[config.mk]
export PLATFORM = sky130hd
export DESIGN_NAME = gain_step_sequencer
export DESIGN_NICKNAME = d
export VERILOG_FILES = /design/src/rtl/gain_step_pkg.sv /design/src/rtl/gain_step_emitter.sv /design/src/rtl/gain_step_sequencer.sv
export SDC_FILE = /design/constraint.sdc
export NUM_CORES = 1
export LEC_CHECK = 0
export CORE_MARGIN = 2
export CORE_UTILIZATION = 60
export CTS_CLUSTER_SIZE = 10
export DETAILED_ROUTE_END_ITERATION = 6
export MAX_ROUTING_LAYER = met4
export PLACE_DENSITY = 0.91
export SLEW_MARGIN = 20
export SYNTH_ARGS = -nofsm -noshare
export SYNTH_HDL_FRONTEND = slang
export SYNTH_SLANG_ARGS = --single-unit
[constraint.sdc]
create_clock -name clk -period 12.2 [get_ports clk]
set_input_delay 2.44 -clock clk [delete_from_list [all_inputs] [get_ports clk]]
set_output_delay 2.44 -clock clk [all_outputs]
set_load 0.005 [all_outputs]
[src/rtl/gain_step_pkg.sv]
// Shared step codes, mode encodings and saturating adder for the gain step sequencer.
// Latency: none (declarations only).
// Backpressure: not applicable.
package gain_step_pkg;

    typedef enum logic [1:0] {
        INC_NONE = 2'b00,
        INC_UP   = 2'b01,
        INC_DN   = 2'b10
    } inc_code_t;

    localparam int MODE_LOCK = 0;
    localparam int MODE_OVR  = 1;
    localparam int MODE_CH0  = 2;

    // Symmetric saturating add: result clamped to [-lim, +lim].
    function automatic int sat_add(input int a, input int b, input int lim);
        int s;
        s = a + b;
        if (s > lim)
            return lim;
        if (s < -lim)
            return -lim;
        return s;
    endfunction

endpackage

[src/rtl/gain_step_emitter.sv]
// One channel: accumulates routed click deltas and emits paced +1/-1 step codes (pos clamp under GAIN_STEP_TRACK_EN).
// Latency: delta lands in pend on edge 1, step code registered on edge 2; steps spaced HOLD+1 cycles.
// Backpressure: none; excess clicks queue in a saturating pending accumulator, flush clears it.
module gain_step_emitter
    import gain_step_pkg::*;
#(
    parameter int N_B  = 5,
    parameter int PW   = 6,
    parameter int HOLD = 3
`ifdef GAIN_STEP_TRACK_EN
    ,
    parameter int LB   = -9,
    parameter int UB   = 9
`endif
)(
    input  logic                 clk,
    input  logic                 rst,
    input  logic                 flush,
    input  logic signed [N_B:0]  delta,
    output logic [1:0]           inc,
    output logic                 busy
`ifdef GAIN_STEP_TRACK_EN
    ,
    output logic signed [N_B-1:0] pos
`endif
);

    localparam int HW   = (HOLD > 0) ? $clog2(HOLD + 1) : 1;
    localparam int PMAX = (2 ** (PW - 1)) - 1;

    logic signed [PW-1:0] pend;
    logic signed [PW-1:0] pend_nxt;
    logic [HW-1:0]        hold;
    logic                 fire;
    logic                 step_up;
    logic                 allow;
    int                   unit_i;

    // Decide whether a pending unit is consumed this cycle and compute the next accumulator value.
    always_comb begin
        fire    = (hold == '0) && (pend != '0);
        step_up = !pend[PW-1];
        allow   = 1'b1;
`ifdef GAIN_STEP_TRACK_EN
        // A step that would leave [LB,UB] still consumes its unit but produces no pulse.
        if (step_up)
            allow = (int'(pos) < UB);
        else
            allow = (int'(pos) > LB);
`endif
        unit_i   = fire ? (step_up ? 1 : -1) : 0;
        pend_nxt = PW'(sat_add(int'(pend), int'(delta) - unit_i, PMAX));
    end

    // Pending accumulator, hold pacing and registered step/busy outputs.
    always_ff @(posedge clk or posedge rst) begin
        if (rst) begin
            pend <= '0;
            hold <= '0;
            inc  <= INC_NONE;
            busy <= 1'b0;
`ifdef GAIN_STEP_TRACK_EN
            pos  <= '0;
`endif
        end else begin
            if (hold != '0)
                hold <= hold - HW'(1);
            inc <= INC_NONE;
            if (flush) begin
                pend <= '0;
                busy <= 1'b0;
            end else begin
                pend <= pend_nxt;
                busy <= (pend_nxt != '0);
                if (fire && allow) begin
                    inc  <= step_up ? INC_UP : INC_DN;
                    hold <= HW'(HOLD);
`ifdef GAIN_STEP_TRACK_EN
                    if (step_up)
                        pos <= pos + N_B'(1);
                    else
                        pos <= pos - N_B'(1);
`endif
                end
            end
        end
    end

endmodule

[src/rtl/gain_step_sequencer.sv]
// Turns signed click-count changes into paced per-channel +1/-1 gain steps; GAIN_STEP_TRACK_EN adds clamped pos output.
// Latency: click change to first step pulse is 2 cycles; later steps every HOLD+1 cycles.
// Backpressure: none; multi-click jumps queue per channel, LOCK or an invalid mode flushes the queue.
module gain_step_sequencer
    import gain_step_pkg::*;
#(
    parameter int              N_B      = 5,
    parameter int              N_CH     = 4,
    parameter int              LB       = -9,
    parameter int              UB       = 9,
    parameter int              HOLD     = 3,
    parameter int              PW       = 6,
    parameter logic [N_CH-1:0] OVR_MASK = 4'b0011,
    localparam int             MW       = $clog2(N_CH + 2)
)(
    input  logic                  clk,
    input  logic                  rst,
    input  logic [MW-1:0]         mode,
    input  logic signed [N_B-1:0] in_ovr,
    input  logic [N_CH*N_B-1:0]   in_ch,
    output logic [2*N_CH-1:0]     inc,
    output logic [N_CH-1:0]       busy
`ifdef GAIN_STEP_TRACK_EN
    ,
    output logic [N_CH*N_B-1:0]   pos
`endif
);

    logic signed [N_B-1:0] ovr_old;
    logic signed [N_B-1:0] ch_old [N_CH];
    logic signed [N_B-1:0] ch_in  [N_CH];
    logic                  primed;
    logic                  ovr_ok;
    logic [N_CH-1:0]       ch_ok;
    logic signed [N_B:0]   ovr_delta;
    logic signed [N_B:0]   ch_delta    [N_CH];
    logic signed [N_B:0]   route_delta [N_CH];
    logic                  flush;

    function automatic logic in_rng(input logic signed [N_B-1:0] v);
        return (int'(v) >= LB) && (int'(v) <= UB);
    endfunction

    // Range checks, per-source deltas against the last in-range value, and routing by mode.
    always_comb begin
        ovr_ok    = in_rng(in_ovr);
        ovr_delta = (primed && ovr_ok) ?
                    ({in_ovr[N_B-1], in_ovr} - {ovr_old[N_B-1], ovr_old}) : '0;
        flush     = (int'(mode) == MODE_LOCK) || (int'(mode) >= MODE_CH0 + N_CH);
        for (int k = 0; k < N_CH; k++) begin
            ch_in[k]       = signed'(in_ch[k*N_B +: N_B]);
            ch_ok[k]       = in_rng(ch_in[k]);
            ch_delta[k]    = (primed && ch_ok[k]) ?
                             ({ch_in[k][N_B-1], ch_in[k]} - {ch_old[k][N_B-1], ch_old[k]}) : '0;
            route_delta[k] = '0;
            if ((int'(mode) == MODE_OVR) && OVR_MASK[k])
                route_delta[k] = ovr_delta;
            else if (int'(mode) == MODE_CH0 + k)
                route_delta[k] = ch_delta[k];
        end
    end

    // Every source tracks its input whenever in range, whatever the mode; OOR freezes the reference.
    always_ff @(posedge clk or posedge rst) begin
        if (rst) begin
            primed  <= 1'b0;
            ovr_old <= '0;
            for (int k = 0; k < N_CH; k++)
                ch_old[k] <= '0;
        end else begin
            primed <= 1'b1;
            if (ovr_ok)
                ovr_old <= in_ovr;
            for (int k = 0; k < N_CH; k++)
                if (ch_ok[k])
                    ch_old[k] <= ch_in[k];
        end
    end

    for (genvar k = 0; k < N_CH; k++) begin : g_ch
        gain_step_emitter #(
            .N_B  (N_B),
            .PW   (PW),
            .HOLD (HOLD)
`ifdef GAIN_STEP_TRACK_EN
            ,
            .LB   (LB),
            .UB   (UB)
`endif
        ) u_emitter (
            .clk   (clk),
            .rst   (rst),
            .flush (flush),
            .delta (route_delta[k]),
            .inc   (inc[2*k +: 2]),
            .busy  (busy[k])
`ifdef GAIN_STEP_TRACK_EN
            ,
            .pos   (pos[k*N_B +: N_B])
`endif
        );
    end

endmodule

# Word level (Yosys, flattened, before mapping)

Cells that the tools add are included.

Flip-flop bits (word level): 70
Input bits: 30
Output and inout port bits: 12

$add $sub $neg: 17
Magnitude comparators: 19
Eq/ne operators: 5
Multiplexer cells: 79
Reductions and logical operators: 32

Operator list:

| kind                                                            | count |
|---|---|
| two-way mux 32 bit                                              | 8 |
| two-way mux 6 bit                                               | 27 |
| adder 6 x 32 -> 32 bit                                          | 4 |
| greater-than comparator 32 x 6 -> 1 bit (second input constant) | 4 |
| less-than comparator 32 x 6 -> 1 bit (second input constant)    | 4 |
| subtractor 6 x 32 -> 32 bit                                     | 4 |
| two-way mux 2 bit                                               | 24 |
| nonzero test 6 bit                                              | 8 |
| subtractor 5 x 5 -> 6 bit                                       | 5 |
| >= comparator 5 bit (second input constant)                     | 5 |
| <= comparator 5 bit (second input constant)                     | 5 |
| two-way mux 5 bit                                               | 4 |
| two-way mux 1 bit                                               | 16 |
| logical AND 1 bit                                               | 14 |
| == test 3 bit (second input constant)                           | 4 |
| zero test 2 bit                                                 | 4 |
| nonzero test 2 bit                                              | 4 |
| subtractor 2 x 1 -> 2 bit (second input constant)               | 4 |
| == test 3 x 2 -> 1 bit (second input constant)                  | 1 |
| >= comparator 3 bit (second input constant)                     | 1 |
| zero test 3 bit                                                 | 1 |
| logical OR 1 bit                                                | 1 |

# Depth between registers and ports, before layout

Gate-level depths: netlist of the first run.

Word-level depth: 15
Mapped depth: 24

# Cells and area by module

A second synthesis of the first run with hierarchy kept.

Cells, all modules: 872
Area total of the unflattened synthesis: 8,125.3 sq um

Modules (own cells, without submodules):

| module                                     | instances | cells an instance | area an instance (sq um) | seq. area each (sq um) |
|---|---|---|---|---|
| gain_step_emitter at g_ch[2].u_emitter ... | 2         | 141               | 1,416.4                  | 275.3 |
| gain_step_sequencer                        | 1         | 296               | 2,453.6                  | 650.6 |
| gain_step_emitter at g_ch[0].u_emitter     | 1         | 156               | 1,475.2                  | 275.3 |
| gain_step_emitter at g_ch[1].u_emitter     | 1         | 138               | 1,363.8                  | 275.3 |

# Worst setup path after synthesis of the first run

Ideal clock, no wire load.

Path kind: input to register
From: in in_ovr[1]
To: reg g_ch[1].u_emitter.pend[3]
Library setup time: 0.092 ns
Data arrival time: 7.330 ns
Slack: 4.778 ns
Stages: 20
Buffers on the path: 0
Cell sequence: ha_1 -> nor2b_1 -> o21a_1 -> o21ai_0 -> nand3_1 -> a21o_1 -> o21ai_0 -> ha_1 -> inv_1 -> ha_1 -> o21a_1 -> and2_1 -> or3_1 -> fa_1 -> fa_1 -> or4bb_1 -> nor4_1 -> nand4_1 -> a21o_1 -> o31ai_2

Word-level cells in the longest chain between the ends: 13

Ends and longest elaborated chain:

| item                                                                                                   | RTL line                                 | RTL |
|---|---|---|
| start, declared                                                                                        | gain_step_sequencer.sv:19                | `input logic signed [N_B-1:0] in_ovr,` |
| >= comparator 5 bit / <= comparator 5 bit (equally long branches)                                      | gain_step_sequencer.sv:41                | `return (int'(v) >= LB) && (int'(v) <= UB);` |
| logical AND 1 bit                                                                                      | gain_step_sequencer.sv:41                |  |
| logical AND 1 bit                                                                                      | gain_step_sequencer.sv:47                | `ovr_delta = (primed && ovr_ok) ?` |
| two-way mux 6 bit (*)                                                                                  | gain_step_sequencer.sv:47                |  |
| two-way mux 6 bit (*)                                                                                  | gain_step_sequencer.sv:56                | `if ((int'(mode) == MODE_OVR) && OVR_MASK[k])` |
| subtractor 6 x 32 -> 32 bit (*)                                                                        | gain_step_emitter.sv:52                  | `pend_nxt = PW'(sat_add(int'(pend), int'(delta) - unit_i, PMAX));` |
| adder 6 x 32 -> 32 bit (*)                                                                             | gain_step_pkg.sv:19                      | `s = a + b;` |
| greater-than comparator 32 x 6 -> 1 bit / less-than comparator 32 x 6 -> 1 bit (equally long branches) | gain_step_pkg.sv:20, gain_step_pkg.sv:22 |  |
| two-way mux 5 bit / two-way mux 1 bit (equally long branches)                                          | gain_step_pkg.sv:20, gain_step_pkg.sv:22 |  |
| two-way mux 6 bit / two-way mux 1 bit (equally long branches)                                          | gain_step_pkg.sv:22                      | `if (s < -lim)` |
| two-way mux 6 bit                                                                                      | gain_step_pkg.sv:24                      | `return s;` |
| two-way mux 6 bit (*)                                                                                  | gain_step_pkg.sv:22                      |  |
| two-way mux 6 bit (*)                                                                                  | gain_step_emitter.sv:69                  | `if (flush) begin` |
| end signal, assigned                                                                                   | gain_step_emitter.sv:73                  | `pend <= pend_nxt;` |
| end, declared                                                                                          | gain_step_emitter.sv:31                  | `logic signed [PW-1:0] pend;` |

Mark *: on every way between the ends. The rest lies on a longest branch, timed or not. The select of a mux whose other input is x is not followed.
A chain may end at the register's enable or synchronous reset.

# Worst setup path after layout of the first run

Ends and elaborated chain as after synthesis.

==> results of run 1 <==
## worst register-to-register path, stage by stage (launching register included)
cell and delay [ns]:
dfrtp_1 0.40, inv_1 0.06, ha_1 0.27, nor2b_1 0.14
o21a_1 0.18, o21ai_0 0.20, nand3_1 0.11, a21o_1 0.20
o21ai_0 0.13, ha_1 0.40, inv_1 0.45, ha_1 0.38
o21a_1 0.15, and2_1 0.16, or3_1 0.38, fa_1 0.42
fa_1 0.52, or4bb_1 0.48, nor4_1 0.29, nand4_1 0.16
a21o_1 0.26, o31ai_2 0.17
## cell usage in the layout, fill, tap and decap left out, drive strengths merged, types with 20 or more instances in the layout
cell type,instances
inv,110
fa,73
dfrtp,70
nor2,69
ha,61
nand2,61
o21ai,58
clkdlybuf4s50,41
a21oi,24
nor3,20
## metal layers
layer	vias up	global-route usage, %	wire length, um
met5	-	-	0
met4	0	9.56	354
met3	31	2.79	735
met2	187	43.2	7820
met1	2947	36.8	7380
li1	2888	-	-
## registers in the layout, indices dropped and copies added (netlist names)
register / count
ch_old: 20
primed: 1
g_ch.u_emitter.inc: 8
g_ch.u_emitter.pend: 24
g_ch.u_emitter.busy: 4
ovr_old: 5
g_ch.u_emitter.hold: 8
## stage by stage
| stage | std cells | cell area [um2] | setup slack (ns) |
|---|---|---|---|
| after floorplan | 805 | 7400 | 4.78 |
| after global placement | 983 | 7940 | 3.86 |
| after detailed placement | 983 | 7940 | 3.66 |
| after CTS | 998 | 8270 | 3.94 |
| after global routing | 998 | 8270 | 3.36 |
| final | 998 | 8270 | 3.90 |
## area by class of cell
cell class | instances | area, um2 | share of cell area [%]
tap | 147 | 184 | 2.22
inverter | 110 | 413 | 4.99
timing repair buffer | 43 | 425 | 5.14
sequential | 70 | 1750 | 21.2
clock buffer | 9 | 225 | 2.72
multi-input combinational | 613 | 5160 | 62.4
clock inverter | 6 | 111 | 1.35
## cells by family after synthesis
group,count (synthesis)
simple gates,268
compound gates,187
fa+ha+maj,134
buf+inv,122
flops,70
xor+xnor,20
mux,3
other cells,1
## path summary, 6_finish.rpt
kind / from / cells after the start / slack, ns / endpoint
max in group asynchronous: rst / 3 / 8.90 / g_ch[3].u_emitter.pend[5]
worst max-delay path: in_ovr[1] / 21 / 3.90 / g_ch[1].u_emitter.pend[3]
worst min-delay path: ch_old[12] / 2 / 0.48 / ch_old[12]
worst max register to register: ovr_old[1] / 21 / 6.20 / g_ch[1].u_emitter.pend[3]
min in group asynchronous: rst / 3 / 2.68 / ch_old[7]
worst min register to register: ch_old[12] / 2 / 0.48 / ch_old[12]
==> Flow_metrics.wiki, run 1 <==
{| class="wikitable"
! Metric !! Value
|-
| Setup Crit Path Kind || in2reg
|-
| Cell mode on critical path || ha_1
|-
| Category of the worst setup path launch point || input port
|-
| Overflow left after global routing || 0
|-
| Area leader, netlist || dfrtp_1
|-
| Final routed DRC violation total || 0
|-
| Wire length per cell after detailed routing || 16.3 um
|-
| Critical path's slowest cell || clkdlybuf4s50_1
|-
| Number of fillers in the final layout || 853
|-
| Setup repair after global routing missed its margin || no
|-
| Number of buffer cells added on primary ports || 41
|-
| Post-synthesis cell area || 0.00740 mm2
|-
| Overall via count from detail_route || 6053
|-
| Cells after Synth || 805
|-
| Post-detailed-placement half-perimeter wirelength || 12600 um
|-
| Number of enable flip-flop cells after synthesis || 0
|-
| Distinct cells, synth || 78
|-
| Via-per-instance ratio || approximately 6
|-
| Post-detailed-routing wire length || between 15000 and 20000 um
|-
| Initial antenna violation count || 0
|-
| Mux share of post-synthesis cell area || 0.457%
|-
| Hold/Removal Path Class || reg2reg
|-
| IO Count || 42
|-
| End-of-flow core utilization || between 60 and 70%
|-
| Worst-skew pair later-pin latency || 0.34 ns
|-
| Clk Tree Root Cell || clkbuf_16
|-
| Clock input transition at the sequential cells of the worst setup and hold paths || 0.06 ns
|-
| Number of nets in the layout || 1011
|-
| Worst Clk Skew || 0.00693 ns
|-
| Post-CTS Setup Repair Bufs || 0
|-
| Area growth from synthesis to layout || 11.8%
|-
| Critical path's top delay family || adder cells
|-
| Buffers from clock root to sink, at most || 2
|-
| Resize count post-CTS || 0
|-
| Final antenna-violating net count || 0
|-
| TritonCTS Sinks || 70
|-
| Critical path capture point type || flip-flop
|-
| Max-Cap Viols || 0
|-
| Largest cells by area after synthesis || dfrtp_1 (24%), fa_1 (20%), ha_1 (10%), inv_1 (5.6%), nor2_1 (3.5%)
|-
| Data required time at the worst endpoint || 12.45 ns
|-
| Post-synthesis average cell area || 9.19 um2
|-
| Horizontal extent of the die || 115 um
|-
| Worst stage delay on the critical path || about 0.63 ns
|-
| Share of flip-flops with an asynchronous set or reset after synthesis || 100%
|-
| CTS HTree Levels || 3
|-
| Starting Density || 61.6%
|-
| Most frequent cells after synthesis || inv_1 (110), fa_1 (73), dfrtp_1 (70)
|-
| Number of hold violations in the final report || 0
|-
| Net count after synthesis || 969
|-
| Diode count || 0
|-
| Largest family of logic cells by synthesized area || adder cells
|-
| Largest net degree at the start of global routing || 71
|-
| Maximum fanout encountered on the critical timing path || 9
|-
| Core ar. || 0.0120 mm2
|-
| Number of core rows || 40
|-
| Post-synthesis share of cell area spent on xor and xnor gates || 2.37%
|-
| Maximum operating frequency || 121 MHz
|-
| Share of final-layout standard cells stronger than drive strength 1 || 6.70%
|-
| Detailed-router iteration count before antenna repair || 6
|-
| Number of DRC markers in iteration 0 || 504
|-
| Transition time at the pin with the least slew margin || about 0.91 ns
|-
| Post-synthesis share of cell area spent on and, or, nand and nor gates || 19.0%
|-
| Clock tree from TritonCTS || built
|-
| Total setup violations reported at the end of the flow || 0
|-
| Relative slew slack || about two fifths
|-
| Y dimension of the die || 115 um
|-
| Final weighted congestion of routability-driven global placement || slightly above 0.9
|-
| Adder-cell share of the synthesized area || 30.1%
|-
| Hold-fix buffer count after cts || 0
|-
| Final max-slew violation count || 0
|-
| Flip-flop and latch count after synthesis || 70
|-
| Area share of the leading cell type in the synthesized netlist || 23.7%
|-
| Setup TNS after final layout || 0 ns
|-
| Final period util || 68.0%
|-
| Min cycle time layout || ~8.3 ns
|-
| Area fraction in compound gates after synthesis || 17.9%
|-
| Synthesis warning total || 0
|-
| Cts bufs inserted || 9
|-
| Sum of buffers and inverters on the critical path || 2
|-
| Most frequently used cell type in the post-synthesis netlist || inv_1
|-
| First-pass GRT wire length || between 20000 and 30000 um
|-
| Chain of cells forming the critical path || clkdlybuf4s50_1 -> ha_1 -> nor2b_1 -> o21a_1 -> o21ai_0 -> nand3_1 -> a21o_1 -> o21ai_0 -> ha_1 -> inv_1 -> ha_1 -> o21a_1 -> and2_1 -> or3_1 -> fa_1 -> fa_1 -> or4bb_1 -> nor4_1 -> nand4_1 -> a21o_1 -> o31ai_2
|-
| Final worst hold slack || 0.482 ns
|-
| Arr. time, crit path || around 8.5 ns
|-
| Total die area || approximately 0.013 mm2
|-
| Post-synth top flop || dfrtp_1
|-
| Number of global-route vias before repair || about 6000
|-
| Register area share after synthesis || 23.7%
|-
| Tot GR Track Use || 27.2%
|-
| Status || complete, no violations
|}
Power of run 1 is left out: the tool's default activity adds up to more than one toggle a clock period on the data nets, which glitch-free logic cannot reach.
==> run 2: changes to the inputs <==
- CORE_UTILIZATION: 60 -> 56
- PLACE_DENSITY: 0.91 -> 0.89
- clock period: 12.2 -> 7.4 ns (I/O delays scaled with it)
==> run 2 against run 1 <==
Register-to-register slack worse by 4.6 ns; global-route usage shrank 1.3 points; non-clock buffer count grew 16; sequential share of layout area fell by 0.49 points; worst hold slack better by 0.0050 ns; die area increased by 6.9%; setup slack worse by 3.6 ns; core utilization fell by 2.6 points; via count grew 2.0%; clock skew fell by 0.0035 ns; largest cell class unchanged.
==> Flow_metrics.wiki, run 2 (synthesis gave the netlist of run 1 again) <==
{| class="wikitable"
! Metric !! Value
|-
| Status || complete, no violations (unchanged)
|-
| Number of hold violations in the final report || 0 (unchanged)
|-
| Critical path capture point type || flip-flop (unchanged)
|-
| Starting Density || 57.9% (was 61.6%)
|-
| Clock tree from TritonCTS || built (unchanged)
|-
| Largest net degree at the start of global routing || 71 (unchanged)
|-
| First-pass GRT wire length || 29000 um (was 27900 um)
|-
| Core ar. || 0.0128 mm2 (was 0.0120 mm2)
|-
| Max-Cap Viols || 0 (unchanged)
|-
| Worst-skew pair later-pin latency || 0.35 ns (was 0.34 ns)
|-
| Buffers from clock root to sink, at most || 2 (unchanged)
|-
| Cts bufs inserted || 9 (unchanged)
|-
| TritonCTS Sinks || 70 (unchanged)
|-
| Horizontal extent of the die || 119 um (was 115 um)
|-
| Post-detailed-placement half-perimeter wirelength || 12800 um (was 12600 um)
|-
| Registers with the most flip-flops || g_ch.u_emitter.pend x24, ch_old x20 (unchanged)
|-
| Relative slew slack || 39.5% (about the same)
|-
| Overall via count from detail_route || 6175 (was 6053)
|-
| Area growth from synthesis to layout || 14.5% (was 11.8%)
|-
| Final antenna-violating net count || 0 (unchanged)
|-
| Tot GR Track Use || 25.9% (was 27.2%)
|-
| Via-per-instance ratio || 5.94 (was 6.07)
|-
| Total die area || 0.0141 mm2 (was 0.0132 mm2)
|-
| Number of core rows || 41 (was 40)
|-
| Hold/Removal Path Class || reg2reg (unchanged)
|-
| Clock input transition at the sequential cells of the worst setup and hold paths || 0.06 ns (about the same)
|-
| Detailed-router iteration count before antenna repair || 5 (was 6)
|-
| Number of global-route vias before repair || 6130 (was 5984)
|-
| Most common cell after layout, fill and taps aside || inv_1 (unchanged)
|-
| Overflow left after global routing || 0 (unchanged)
|-
| Reg with most FFs || g_ch.u_emitter.pend (unchanged)
|-
| Final period util || 95.8%
|-
| Final weighted congestion of routability-driven global placement || 0.930 (was 0.907)
|-
| Arr. time, crit path || 7.35 ns (was 8.54 ns)
|-
| Number of DRC markers in iteration 0 || 459 (was 504)
|-
| Number of flip-flops in the largest register || 24 (unchanged)
|-
| Setup repair after global routing missed its margin || no (unchanged)
|-
| Data required time at the worst endpoint || 7.66 ns (was 12.45 ns)
|-
| Post-detailed-routing wire length || 17000 um (was 16300 um)
|-
| Min cycle time layout || 7.09 ns
|-
| Final max-slew violation count || 0 (unchanged)
|-
| Reg-to-reg slack, setup || 1.59 ns (was 6.20 ns)
|-
| Transition time at the pin with the least slew margin || 0.908 ns (about the same)
|-
| Clk Tree Root Cell || clkbuf_16 (unchanged)
|-
| Setup TNS after final layout || 0 ns (unchanged)
|-
| Worst Clk Skew || 0.00342 ns (was 0.00693 ns)
|-
| Number of buffer cells added on primary ports || 41 (unchanged)
|-
| Top library cells by usage in the layout, fill and taps aside || inv_1 (109), fa_1 (73), dfrtp_1 (70), nor2_1 (69), ha_1 (61) (unchanged)
|-
| Maximum fanout encountered on the critical timing path || 7 (was 9)
|-
| IO Count || 42 (unchanged)
|-
| Final routed DRC violation total || 0 (unchanged)
|-
| Wire length per cell after detailed routing || 16.4 um (was 16.3 um)
|-
| Total setup violations reported at the end of the flow || 0 (unchanged)
|-
| Share of final-layout standard cells stronger than drive strength 1 || 8.76% (was 6.70%)
|-
| Setup Crit Path Kind || in2reg (unchanged)
|-
| Maximum operating frequency || 141 MHz
|-
| Number of nets in the layout || 1027 (was 1011)
|-
| Initial antenna violation count || 0 (unchanged)
|-
| Number of fillers in the final layout || 957 (was 853)
|-
| CTS HTree Levels || 3 (unchanged)
|-
| Diode count || 0 (unchanged)
|-
| Y dimension of the die || 119 um (was 115 um)
|-
| Category of the worst setup path launch point || input port (unchanged)
|}
[run 2: repair_timing]
item,in CTS,in global routing
resized for setup,0,3
setup buffers,0,0
hold buffers,0,0
endpoints found under the setup margin,0,9
[run 2: cell type report]
type	instances	area, um2	share of cell area [%]
Tap cell	172	215	2.54
Clock inverter	6	133	1.57
Multi-Input combinational cell	613	5170	61.1
Clock buffer	10	239	2.82
Timing Repair Buffer	59	546	6.44
Sequential cell	70	1750	20.7
Inverter	110	413	4.88
[run 2: worst max-delay path, cell delays in order]
cell and delay (ns):
clkdlybuf4s50_1 0.61, ha_1 0.27, nor2b_1 0.13, o21a_1 0.18
o21ai_0 0.22, or3b_1 0.43, o21ai_0 0.12, fa_1 0.45
ha_1 0.33, o21ai_1 0.15, o21ai_1 0.16, and2_1 0.19
or3_1 0.39, fa_1 0.42, fa_1 0.51, or4bb_1 0.48
nor4_1 0.25, nand4_1 0.16, a21o_1 0.26, o31ai_2 0.17
[run 2: per-layer routing]
layer	part of all wire [%]	track usage, %	routed length (um)
met5	0	-	0
met4	2.3	8.63	388
met3	4.1	4.50	701
met2	49	41.7	8340
met1	45	33.4	7580
[run 2: per-stage QoR]
step | hold WS (ns) | worst slack, ns | instances | area [um2] | utilization (%)
CTS | 0.489 | 0.316 | 1040 | 8460 | 66.2
detailed placement | 0.480 | 0.00143 | 1024 | 8090 | 63.3
global placement | 0.467 | 0.133 | 1024 | 8090 | 63.3
finish | 0.487 | 0.307 | 1040 | 8470 | 66.3
floorplan | 0.430 | 0.938 | 805 | 7400 | -
global route | 0.515 | 0.0364 | 1040 | 8470 | 66.3
[run 2: path summary, 6_finish.rpt]
check	depth (start not counted)	startpoint	endpoint
setup / recovery	20	in_ovr[1]	g_ch[1].u_emitter.pend[3]
hold / removal	1	g_ch[1].u_emitter.hold[0]	g_ch[1].u_emitter.hold[0]
setup reg to reg	21	ch_old[11]	g_ch[1].u_emitter.pend[3]
hold reg to reg	1	g_ch[1].u_emitter.hold[0]	g_ch[1].u_emitter.hold[0]
max in group asynchronous	3	rst	g_ch[2].u_emitter.pend[4]
min in group asynchronous	3	rst	ch_old[7]
Power of run 2 is left out for the same reason.
